--- config.mk ---
export PLATFORM = sky130hd
export DESIGN_NAME = mem_pattern_gen
export DESIGN_NICKNAME = d
export VERILOG_FILES = /design/src/rtl/mem_traffic_pkg.sv /design/src/rtl/mem_pattern_gen.sv
export SDC_FILE = /design/constraint.sdc
export NUM_CORES = 1
export LEC_CHECK = 0
export CAP_MARGIN = 20
export CORE_AREA = 5 5 115 117
export DETAILED_ROUTE_END_ITERATION = 12
export DIE_AREA = 0 0 120 122
export PLACE_DENSITY_LB_ADDON = 0.1
export SLEW_MARGIN = 30
export SYNTH_ARGS = -nofsm -noshare
export SYNTH_HDL_FRONTEND = slang
export SYNTH_SLANG_ARGS = --single-unit
--- constraint.sdc ---
create_clock -name vclk -period 1
set_input_delay 0.2 -clock vclk [all_inputs]
set_output_delay 0.2 -clock vclk [all_outputs]
set_load 0.03 [all_outputs]
--- src/rtl/mem_traffic_pkg.sv ---
// Shared types and the pattern formula for the memory write/readback traffic checker.
package mem_traffic_pkg;

  typedef enum logic [2:0] {
    ST_IDLE   = 3'd0,
    ST_WR_REQ = 3'd1,
    ST_WR_GAP = 3'd2,
    ST_RD_REQ = 3'd3,
    ST_RD_GAP = 3'd4,
    ST_DONE   = 3'd5
  } state_t;

  localparam logic [7:0] PAT_LANE = 8'hA5;

  // One 32-bit lane of the test pattern; varies with pass, word index and lane.
  function automatic logic [31:0] pattern_lane(input logic [31:0] seed,
                                               input logic [7:0]  pass,
                                               input logic [7:0]  idx,
                                               input logic [7:0]  lane);
    return seed ^ {pass, idx, lane, PAT_LANE};
  endfunction

endpackage

--- src/rtl/mem_pattern_gen.sv ---
// Combinational pattern word generator, shared by the write data path and the read compare.
module mem_pattern_gen
  import mem_traffic_pkg::*;
#(
  parameter int DATA_W = 256
) (
  input  logic [7:0]        idx,
  input  logic [7:0]        pass,
  input  logic [31:0]       seed,
  output logic [DATA_W-1:0] word
);

  for (genvar k = 0; k < DATA_W / 32; k++) begin : g_lane
    assign word[k*32 +: 32] = pattern_lane(seed, pass, idx, 8'(k));
  end

endmodule

Word level (Yosys, flattened, before mapping)
Cells that the tools add are included.
Word-level totals
  bits in registers: 0
  bits in latches: 0
  bits in writable memories: 0
  bits in read-only memories: 0
  input port bits: 48
  output and inout bits: 256
  word-level logic and storage cells: 8
  memories: 0
Operators by class
  add/sub/neg operators: 0
  multiply operators: 0
  div/mod/pow operators: 0
  magnitude comparators: 0
  equality and inequality tests: 0
  shift-type cells: 0
  muxes and demuxes: 0
  bitwise logic cells: 8
  reduce and logical (&&, ||, !) cells: 0
Operator list (count)
  XOR 32 bit: 8

Longest topological paths before layout
  depth after elaboration: 1
  mapped depth: 2

Worst setup path before layout
No wires, ideal clock.
  path type: input port to output port
  start: input port idx[0]
  end: output port word[112]
  arrival time: 1.223 ns
  data required time: 0.800 ns
  setup slack: -0.423 ns
  stages on the path: 2
  cells stage by stage: xor2_1 > buf_4
On the way
  longest elaborated chain between the ends: 1
RTL lines
  from (decl): line mem_pattern_gen.sv:7  | input logic [7:0] idx,
  XOR 32 bit: line mem_traffic_pkg.sv:20  | return seed ^ {pass, idx, lane, PAT_LANE};
  to (decl): line mem_pattern_gen.sv:10  | output logic [DATA_W-1:0] word
No other way between the ends.

Worst setup path after layout
  start: input port seed[29]
  end: output port word[93]
On the way
  longest elaborated chain between the ends: 1
RTL lines
  from (decl): line mem_pattern_gen.sv:9  | input logic [31:0] seed,
  XOR 32 bit: line mem_traffic_pkg.sv:20
No other way between the ends.

==> results.txt <==
- Number of nets produced by synthesis: 304
- In the finished design the tool counted flip-flops and latches totalling 0.
- Measured against its own limit, the worst slew margin works out to 90.03%.
* First-pass detailed-route iteration total: 3
- Final Hold Violating Endpoints: 0
- For this run, global-route usage on met3 was measured as 3.157%.
- Maximum resistive drop on vdd: 0.4565 mV
* Clock period minus final worst setup slack: 0.9912 ns
* Total stage count of the critical path: 4
- Summing over every cut layer, the via total after detailed routing is 1,237.
- PwrDens: 1108 mW/mm^2
* Post-synthesis cell count: 256
* Final period util: 99.12%
- Worst setup SP type: input pin
- Tracing the worst setup path back leads to its startpoint at seed[29].
- Yosys cell types: 3
- P_leak: 1.676 nW
- Port buffering added 223 buffers.
- After synthesis, flip-flops and latches occupy 0% of the total area.
- Yosys attributes the largest share of cell area to sky130_fd_sc_hd__buf_4 (91%), sky130_fd_sc_hd__xor2_1 (7.3%), sky130_fd_sc_hd__inv_1 (1.4%).
- Following the worst setup path forward leads to its endpoint at word[93].
* Number of design rule violations left after detail routing: 0
- Antenna diode count: 0
- Total routing resource utilization after global routing: 6.085%
* Core area: 0.01226 sq mm
* Wirelength, routed: 5254 um
* Kind of cell adding the most delay to the critical path: buffers and inverters
- The finished layout holds 417 standard cells, fillers aside.
- The congestion estimate from routability-driven global placement came to 0.6373.
* Post-synthesis cell type with the largest combined area: sky130_fd_sc_hd__buf_4
* Largest driver fanout on the critical path: 8
- In this run, post-CTS hold repair placed 0 buffers.
- Dividing the detail-routed wire length by the instance count gives 12.60 um.
* Total instance count after detailed placement: 400
- Starting utilization of the core area: 15.62%
- Entering global routing, the biggest net connects 9 pins.
* Max-capacitance violation count: 0
- The floorplan has 41 rows.
- Count of pins on the block boundary: 304
- In the final design database the tool counted 317 nets.
- Crit end category: primary output
* Post-synth top area share: 91.31%
- The slowest stage of the critical path is the sky130_fd_sc_hd__xor2_4 cell.
- Clock network fraction of total power: 0%
* Final setup violation count: 0
- Buf+Inv Stages, Crit Path: 3
* Critical Path Max Stage Delay: 0.18 ns
- Die Y: 122 um
- After global routing, the most crowded layer is met2.
- Commonest non-fill, non-tap cells in the layout: sky130_fd_sc_hd__buf_6 (85), sky130_fd_sc_hd__buf_8 (65), sky130_fd_sc_hd__buf_4 (62), sky130_fd_sc_hd__buf_12 (18), sky130_fd_sc_hd__xor2_4 (16)
- Leaving out fill and tap cells, the most frequent cell in the layout is sky130_fd_sc_hd__buf_6.
- Global routing consumed, on the met1 layer, 6.166% of the routing resources.
- Die Span X: 120 um
- Register share of total power: 0%
* Crit path arrival time: 0.79 ns
- At the end of the flow the core is filled with cells to 28.59%.
- Critical path cell sequence: buf_4, xor2_4, buf_12, buf_6
* Worst slew pin tran: 0.1493 ns
- Met2 track utilization from global routing: 11.80%
* Syn. warnings: 0
* Routed Antenna Nets: 0
- The run finished with clean final reports.
- Dividing the detail-routed via count by the number of cells gives 2.966.
* Area used by sequential logic in the layout: 0 sq um
* Switching share of total power: 53.42%
* Die Outline Area: 0.01464 sq mm
* Global route total overflow: 0
- The initial antenna violation count was 0.
- The final max-slew violation count was 0.
- Fraction of layout instances using a drive strength above 1: 97.38%
* Wire length of the first global-routing pass: 7362 um
* Combined area of all synthesized cells: 0.001916 sq mm
* Unrepaired setup endpoints after global routing: yes
- Hold Path Class: in -> out
* Comb power frac: 100.0%
- After the first detailed-routing iteration, the DRC count stood at 6.
- Clock buf count: 0
- Detailed placement ended at an HPWL of 4574 um.
* Fmax achieved: 1009 MHz
* Growth of design area from synthesis to finish: 83.02%
- NetSw: 0.002075 W
- STA puts the critical path data required time at 0.80 ns.
- Via count of the first global-routing pass: 1,374
* Avg Cell Area, Syn: 7.483 sq um
- The critical path is of the in -> out type.
- Internal power: 0.001810 W
through the flow:
stage	instance area (sq um)	TNS, ns	setup slack [ns]	hold slack (ns)	power (W)
final	3506	0	0.008788	0.4000	0.003885
after global routing	3506	-0.04127	-0.004374	0.4002	0.004028
after CTS	3204	0	0.0008730	0.4009	0.003678
after detailed placement	2494	-67.68	-0.5106	0.4009	0.002926
after global placement	2494	-67.37	-0.5003	0.4009	0.002956
after floorplan	2216	0	0.03481	0.5084	0.002944
routing by layer:
metal	share of wire [%]	vias up	wire [um]
li1	-	537	-
met1	27	527	1433
met2	55	173	2900
met3	18	0	921
met4	0	0	0
met5	0	-	0
power by group through the flow:
stage | combinational (W) | clock (W) | sequential (W)
floorplan | 0.00294 | 0 | 0
global placement | 0.00296 | 0 | 0
detailed placement | 0.00293 | 0 | 0
CTS | 0.00368 | 0 | 0
global route | 0.00403 | 0 | 0
finish | 0.00388 | 0 | 0
cells in the mapped netlist:
| library cell | count |
|---|---|
| sky130_fd_sc_hd__buf_4 | 233 |
| sky130_fd_sc_hd__xor2_1 | 16 |
| sky130_fd_sc_hd__inv_1 | 7 |
logic make-up (layout without fill, tap and decap cells):
logic type                count (synthesis)  in the layout  synth area share [%]
buffers and inverters                   240            251                 92.68
xor gates and xnor gates                 16             16                 7.315
what timing repair did:
action	4_1_cts	5_1_grt
resized for setup	291	92
setup buffers	17	10
hold endpoints to repair	0	0
pin swaps	16	10
setup endpoints to repair	184	133
cell type report:
| type | instances | area (sq um) |
|---|---|---|
| multi-input cells | 16 | 440.4 |
| repair buffers | 244 | 2851 |
| well taps | 150 | 187.7 |
| inverters | 7 | 26.28 |
| fillers | 1245 | 8755 |
worst min-delay path by stage:
stage             start        end  slack, ns  cells past startpoint
4_1_cts         seed[4]   word[36]       0.40                      0
3_3_place_gp    seed[4]   word[36]       0.40                      0
6_report       seed[13]  word[109]       0.40                      0
2_1_floorplan  seed[16]   word[16]       0.51                      1
5_1_grt        seed[13]  word[109]       0.40                      0
3_5_place_dp    seed[4]   word[36]       0.40                      0
No activity file was read; power rests on OpenSTA's default activity.
